`src/rtl/vga_sync_rx.sv`:
```
// VGA timing receiver: measures the incoming hsync/vsync cadence, locks onto a
// conforming stream and regenerates pixel_x/pixel_y/video_on locally.
module vga_sync_rx #(
  parameter int H_TOTAL      = 800,
  parameter int V_TOTAL      = 525,
  parameter int HD           = 640,
  parameter int VD           = 480,
  parameter int H_SYNC_START = 656,
  parameter int V_SYNC_START = 513,
  parameter int LOCK_FRAMES  = 2
) (
  input  logic        clk,
  input  logic        reset,
  input  logic        p_tick,
  input  logic        hsync,
  input  logic        vsync,
  input  logic        err_clr,
  output logic [9:0]  pixel_x,
  output logic [9:0]  pixel_y,
  output logic        video_on,
  output logic        locked,
  output logic        err_sticky,
  output logic [10:0] line_len,
  output logic [10:0] frame_lines
);

  localparam logic [1:0] SEARCH = 2'd0;
  localparam logic [1:0] TRACK  = 2'd1;
  localparam logic [1:0] LOCK   = 2'd2;

  localparam logic [10:0] CNT_MAX         = 11'h7ff;
  localparam logic [10:0] LINE_TICKS      = 11'(H_TOTAL);
  localparam logic [10:0] LINES_PER_FRAME = 11'(V_TOTAL);
  localparam logic [10:0] TIMEOUT_TICKS   = 11'(2 * H_TOTAL);
  localparam logic [9:0]  X_LAST          = 10'(H_TOTAL - 1);
  localparam logic [9:0]  Y_LAST          = 10'(V_TOTAL - 1);
  localparam logic [9:0]  X_AT_HRISE      = 10'(H_SYNC_START + 1);
  localparam logic [9:0]  Y_AT_VRISE      = 10'(V_SYNC_START);
  localparam logic [9:0]  X_DISP          = 10'(HD);
  localparam logic [9:0]  Y_DISP          = 10'(VD);
  localparam logic [1:0]  GOOD_TARGET     = 2'(LOCK_FRAMES);

  logic        hs_q_reg, hs_q_next;
  logic        vs_q_reg, vs_q_next;
  logic [10:0] lcnt_reg, lcnt_next;
  logic [10:0] fcnt_reg, fcnt_next;
  logic [10:0] line_len_reg, line_len_next;
  logic [10:0] frame_lines_reg, frame_lines_next;
  logic [9:0]  px_reg, px_next;
  logic [9:0]  py_reg, py_next;
  logic [1:0]  state_reg, state_next;
  logic [1:0]  good_cnt_reg, good_cnt_next;
  logic        bad_line_reg, bad_line_next;
  logic        seen_line_reg, seen_line_next;
  logic        locked_reg, locked_next;
  logic        video_on_reg, video_on_next;
  logic        err_sticky_reg, err_sticky_next;

  logic        h_rise, v_rise;
  logic [10:0] lcnt_inc, fcnt_inc;
  logic        line_bad, frame_good, timeout, lock_lost, x_wrap;

  function automatic logic [10:0] sat_inc(input logic [10:0] v);
    return (v == CNT_MAX) ? v : v + 11'd1;
  endfunction

  assign h_rise   = p_tick & hsync & ~hs_q_reg;
  assign v_rise   = p_tick & vsync & ~vs_q_reg;
  assign lcnt_inc = sat_inc(lcnt_reg);
  // A coincident h_rise belongs to the frame that is closing.
  assign fcnt_inc = h_rise ? sat_inc(fcnt_reg) : fcnt_reg;

  // seen_line_reg=0 marks the partial line right after (re)entering SEARCH.
  assign line_bad   = h_rise & seen_line_reg & (lcnt_inc != LINE_TICKS);
  assign frame_good = (fcnt_inc == LINES_PER_FRAME) & ~bad_line_reg & ~line_bad;
  assign timeout    = p_tick & ~h_rise & (lcnt_inc >= TIMEOUT_TICKS);

  always_comb begin
    hs_q_next        = hs_q_reg;
    vs_q_next        = vs_q_reg;
    lcnt_next        = lcnt_reg;
    fcnt_next        = fcnt_reg;
    line_len_next    = line_len_reg;
    frame_lines_next = frame_lines_reg;
    if (p_tick) begin
      hs_q_next = hsync;
      vs_q_next = vsync;
      if (h_rise) begin
        line_len_next = lcnt_inc;
        lcnt_next     = '0;
      end else begin
        lcnt_next = lcnt_inc;
      end
      if (v_rise) begin
        frame_lines_next = fcnt_inc;
        fcnt_next        = '0;
      end else begin
        fcnt_next = fcnt_inc;
      end
    end
  end

  assign x_wrap = ~h_rise & (px_reg == X_LAST);

  always_comb begin
    px_next = px_reg;
    py_next = py_reg;
    if (p_tick) begin
      if (h_rise)
        px_next = X_AT_HRISE;
      else if (x_wrap)
        px_next = '0;
      else
        px_next = px_reg + 10'd1;

      if (v_rise)
        py_next = Y_AT_VRISE;
      else if (x_wrap)
        py_next = (py_reg == Y_LAST) ? 10'd0 : py_reg + 10'd1;
    end
  end

  always_comb begin
    state_next    = state_reg;
    good_cnt_next = good_cnt_reg;
    lock_lost     = 1'b0;
    case (state_reg)
      SEARCH: begin
        if (v_rise) begin
          state_next    = TRACK;
          good_cnt_next = '0;
        end
      end
      TRACK: begin
        if (timeout) begin
          state_next = SEARCH;
        end else if (v_rise) begin
          if (!frame_good) begin
            good_cnt_next = '0;
          end else if (good_cnt_reg + 2'd1 == GOOD_TARGET) begin
            state_next    = LOCK;
            good_cnt_next = '0;
          end else begin
            good_cnt_next = good_cnt_reg + 2'd1;
          end
        end
      end
      LOCK: begin
        if (timeout || line_bad || (v_rise && !frame_good)) begin
          state_next = SEARCH;
          lock_lost  = 1'b1;
        end
      end
      default: state_next = SEARCH;
    endcase
  end

  always_comb begin
    bad_line_next = bad_line_reg;
    if (v_rise)
      bad_line_next = 1'b0;
    else if (line_bad)
      bad_line_next = 1'b1;

    seen_line_next = seen_line_reg;
    if (state_reg != SEARCH && state_next == SEARCH)
      seen_line_next = 1'b0;
    else if (h_rise)
      seen_line_next = 1'b1;

    locked_next   = (state_next == LOCK);
    video_on_next = locked_next && (px_next < X_DISP) && (py_next < Y_DISP);

    // A lock loss wins over a simultaneous clear request.
    err_sticky_next = err_sticky_reg;
    if (lock_lost)
      err_sticky_next = 1'b1;
    else if (err_clr)
      err_sticky_next = 1'b0;
  end

  always_ff @(posedge clk or posedge reset) begin
    if (reset) begin
      hs_q_reg        <= 1'b0;
      vs_q_reg        <= 1'b0;
      lcnt_reg        <= '0;
      fcnt_reg        <= '0;
      line_len_reg    <= '0;
      frame_lines_reg <= '0;
      px_reg          <= '0;
      py_reg          <= '0;
      state_reg       <= SEARCH;
      good_cnt_reg    <= '0;
      bad_line_reg    <= 1'b0;
      seen_line_reg   <= 1'b0;
      locked_reg      <= 1'b0;
      video_on_reg    <= 1'b0;
      err_sticky_reg  <= 1'b0;
    end else begin
      hs_q_reg        <= hs_q_next;
      vs_q_reg        <= vs_q_next;
      lcnt_reg        <= lcnt_next;
      fcnt_reg        <= fcnt_next;
      line_len_reg    <= line_len_next;
      frame_lines_reg <= frame_lines_next;
      px_reg          <= px_next;
      py_reg          <= py_next;
      state_reg       <= state_next;
      good_cnt_reg    <= good_cnt_next;
      bad_line_reg    <= bad_line_next;
      seen_line_reg   <= seen_line_next;
      locked_reg      <= locked_next;
      video_on_reg    <= video_on_next;
      err_sticky_reg  <= err_sticky_next;
    end
  end

  assign pixel_x     = px_reg;
  assign pixel_y     = py_reg;
  assign video_on    = video_on_reg;
  assign locked      = locked_reg;
  assign err_sticky  = err_sticky_reg;
  assign line_len    = line_len_reg;
  assign frame_lines = frame_lines_reg;

endmodule

```
`config.mk`:
```
export PLATFORM = sky130hd
export DESIGN_NAME = vga_sync_rx
export DESIGN_NICKNAME = d
export VERILOG_FILES = /design/src/rtl/vga_sync_rx.sv
export SDC_FILE = /design/constraint.sdc
export NUM_CORES = 1
export LEC_CHECK = 0
export ABC_CLOCK_PERIOD_IN_PS = 5200
export CAP_MARGIN = 10
export CORE_UTILIZATION = 40
export DETAILED_ROUTE_END_ITERATION = 12
export PLACE_DENSITY_LB_ADDON = 0.3
export SLEW_MARGIN = 20
export SYNTH_ARGS = -nofsm -noshare
export SYNTH_HDL_FRONTEND = slang
export SYNTH_SLANG_ARGS = --single-unit
```
`constraint.sdc`:
```
create_clock -name clk -period 5.2 [get_ports clk]
set_input_delay 1.04 -clock clk [delete_from_list [all_inputs] [get_ports clk]]
set_output_delay 1.04 -clock clk [all_outputs]
set_load 0.005 [all_outputs]
```
==> results by group <==
Yosys
  • Post-synthesis cell count: 463
  • Synth Area per Inst: 9.02 um2
  • Main synth FF type: dfrtp_1
  • Mapped Area: 0.00417 mm2
  • Largest family of logic cells by synthesized area: simple AND/OR/NAND/NOR gates
  • Post-synthesis xor/xnor area fraction: 0.0147
  • Syn Nets: 474
  • Post-synthesis async set-or-reset flop share: 1.00
  • EDFF count, synth: 0
  • Warnings, synthesis: 0
  • Synth Area in Simple Gates: 0.245
  • Post-synthesis mux area share: 0.0249
  • Sequential element share of the synthesized area: 0.450
  • Yosys reg bits: 75
  • Post-synthesis compound-gate area fraction: 0.209
  • Netlist cell types: 64
  • Adder and majority gate portion of the synthesized area: 0.0150

Drt
  • Vias after detailed routing: 3,658
  • Drc violations: 0
  • Total Wirelength: 10,000 um
  • Drt wl/cell: 15.7 um
  • First drt pass iteration count: 5
  • 1st-iter DRT viols: 254
  • ANT nets after route: 0
  • Vias per Instance: 5.73

Clock network
  • Clk_lat worst skew: 0.35 ns
  • Setup Buffers After CTS: 0
  • # hold bufs at CTS: 0
  • CTS Sinks: 75
  • Post-CTS Resized: 0
  • Clock-pin slew on the worst setup and hold paths: 0.08 ns
  • CTS buffer count: 9
  • CTS Root Cell: clkbuf_8
  • Clock Path Buffers: 2
  • CTS tree: yes
  • H-tree depth: 3

Floorplan
  • I/O pin count: 51
  • Initial Utilization: 0.419
  • Die extent in x: 104 um
  • Row count: 36
  • Die Y: 104 um
  • Core Area: 0.00995 mm2
  • Die area: 0.0108 mm2

Worst setup path
  • Worst setup path category: input port to flip-flop
  • WP buf/inv: 2
  • CP Data Required Time: 5.46 ns
  • CP top delay family: simple AND/OR/NAND/NOR gates
  • CP Launch Type: input port
  • Slowest stage cell on the critical path: clkdlybuf4s50_1
  • CP peak stage delay: 0.56 ns
  • Critical path arrival: 3.69 ns
  • Cells along the critical path: clkdlybuf4s50_1 -> nand3b_1 -> buf_4 -> nor4_1 -> mux2i_1 -> a2111oi_4 -> nand3_2 -> or3_4 -> o31ai_2
  • CP Capture Type: flip-flop
  • CP Max Fanout: 28

GRT
  • Vias in the first global route: 3,468
  • Global Route Usage Sum: 0.191
  • Largest net degree at the start of global routing: 48
  • Congestion Overflow GR: 0
  • First-pass GRT wire length: 16,800 um
  • Antenna violations before repair: 0

Timing
  • RSZ-0062 raised after global routing: false
  • Skew final: 0.0123 ns
  • F_max: 0.292 GHz
  • Final worst-path cycle share: 0.659
  • Slew headroom: 0.393
  • Final setup fails: 0
  • Final worst slack: 1.78 ns
  • Final Hold Vio Count: 0
  • Slew @ Worst Pin: 0.905 ns
  • Min Clock Period, post-route: 3.42 ns
  • Setup tns final: 0 ns
  • Slew Limit Fails: 0

Layout
  • Antenna diodes: 0
  • Layout Cell Area excl Fill: 0.00500 mm2
  • Synth-to-Final Area Change: 19.8%
  • Layout Nets: 512
  • Proportion of layout cells with a drive suffix above 1: 0.0792

Pwr
  • VDD IR max: 0.173 mV
  • Pleak: 1.99 nW
  • Power per cell area: 298 mW/mm2

Flow run
  • Maxcap violations: 0

Outcome
  • Status: completed

Min path
  • Worst hold path class: flip-flop to flip-flop

Placed design
  • Post-Place Worst Slack: 1.43 ns
  • # port buffers: 50
  • Placed inst area: 0.00475 mm2
  • GP Congestion: 0.919
  • Post-DP HPWL: 7030 um
[synthesized netlist by cell type, types with 6 or more instances]
cell type / instances / area [um2]
nor4_1: 7 / 43.8
inv_1: 9 / 33.8
nand2_1: 55 / 206
o21ai_0: 46 / 230
and3_1: 8 / 50.1
a31oi_1: 14 / 87.6
dfrtp_1: 75 / 1880
nor3_1: 15 / 75.1
clkbuf_1: 22 / 82.6
nor2_1: 37 / 139
o31ai_1: 8 / 60.1
nand4_1: 6 / 37.5
nand3_1: 25 / 125
mux2i_1: 7 / 70.1
a21oi_1: 23 / 115
[power by group]
group | internal [mW] | switching [mW] | total (mW) | leakage [nW]
Combinational | 0.122 | 0.113 | 0.235 | 0.879
Clock | 0.342 | 0.216 | 0.558 | 0.122
Sequential | 0.634 | 0.0640 | 0.698 | 0.987
[metal layers]
layer | vias to the layer above | part of all wire | wire length, um | GRT usage
li1 | 1765 | - | - | -
met1 | 1774 | 0.48 | 4810 | 0.259
met2 | 106 | 0.46 | 4610 | 0.301
met3 | 13 | 0.046 | 456 | 0.0420
met4 | 0 | 0.012 | 122 | 0.0663
met5 | - | 0 | 0 | 0
[through the flow]
stage	instances	util	power, mW	hold slack (ns)
final	638	0.502	1.49	0.484
after global routing	638	0.502	1.57	0.518
after CTS	638	0.502	1.51	0.491
after detailed placement	623	0.477	0.945	0.473
after global placement	623	0.477	0.940	0.461
after floorplan	463	-	0.828	0.468
[cell families (layout without fill, tap and decap cells)]
group / count (synthesis) / count (layout)
AO/OA/AOI/OAI: 131 / 131
XOR/XNOR: 7 / 7
adder cells (fa/ha/maj): 5 / 5
buffers and inverters: 39 / 81
flip-flops: 75 / 75
multiplexers: 10 / 10
AND/OR/NAND/NOR: 196 / 196
[worst paths after layout]
kind,to,slack [ns],from,depth (start not counted)
hold / removal,frame_lines[0],0.48,frame_lines[0],2
setup reg to reg,video_on,2.15,pixel_x[0],8
min in group asynchronous,lcnt_reg[8],1.14,reset,2
max in group asynchronous,pixel_x[7],3.19,reset,3
setup / recovery,good_cnt_reg[0],1.78,p_tick,9
hold reg to reg,frame_lines[0],0.48,frame_lines[0],2
[cell usage in the layout (no fill, tap or decap), types with 8 or more instances in the layout]
master / n
a31oi_1: 14
nor2_1: 37
o21ai_0: 46
dfrtp_1: 75
and3_1: 8
inv_1: 8
a21oi_1: 23
clkbuf_8: 11
clkdlybuf4s50_1: 50
nand2_1: 55
nand3_1: 25
nor3_1: 15
o31ai_1: 8
[area by class of cell]
class                           instances  area, um2
Sequential cell                        75       1880
Clock buffer                           11        151
Multi-Input combinational cell        349       2120
Clock inverter                          4       97.6
Timing Repair Buffer                   56        546
Fill cell                             937       4960
Tap cell                              133        166
Inverter                               10       38.8
[tightest hold or removal path: stages (launching register included)]
cell,delay [ns]
dfrtp_1,0.34
nand2_1,0.05
o21ai_0,0.06
(Power assumes the default switching activity.)
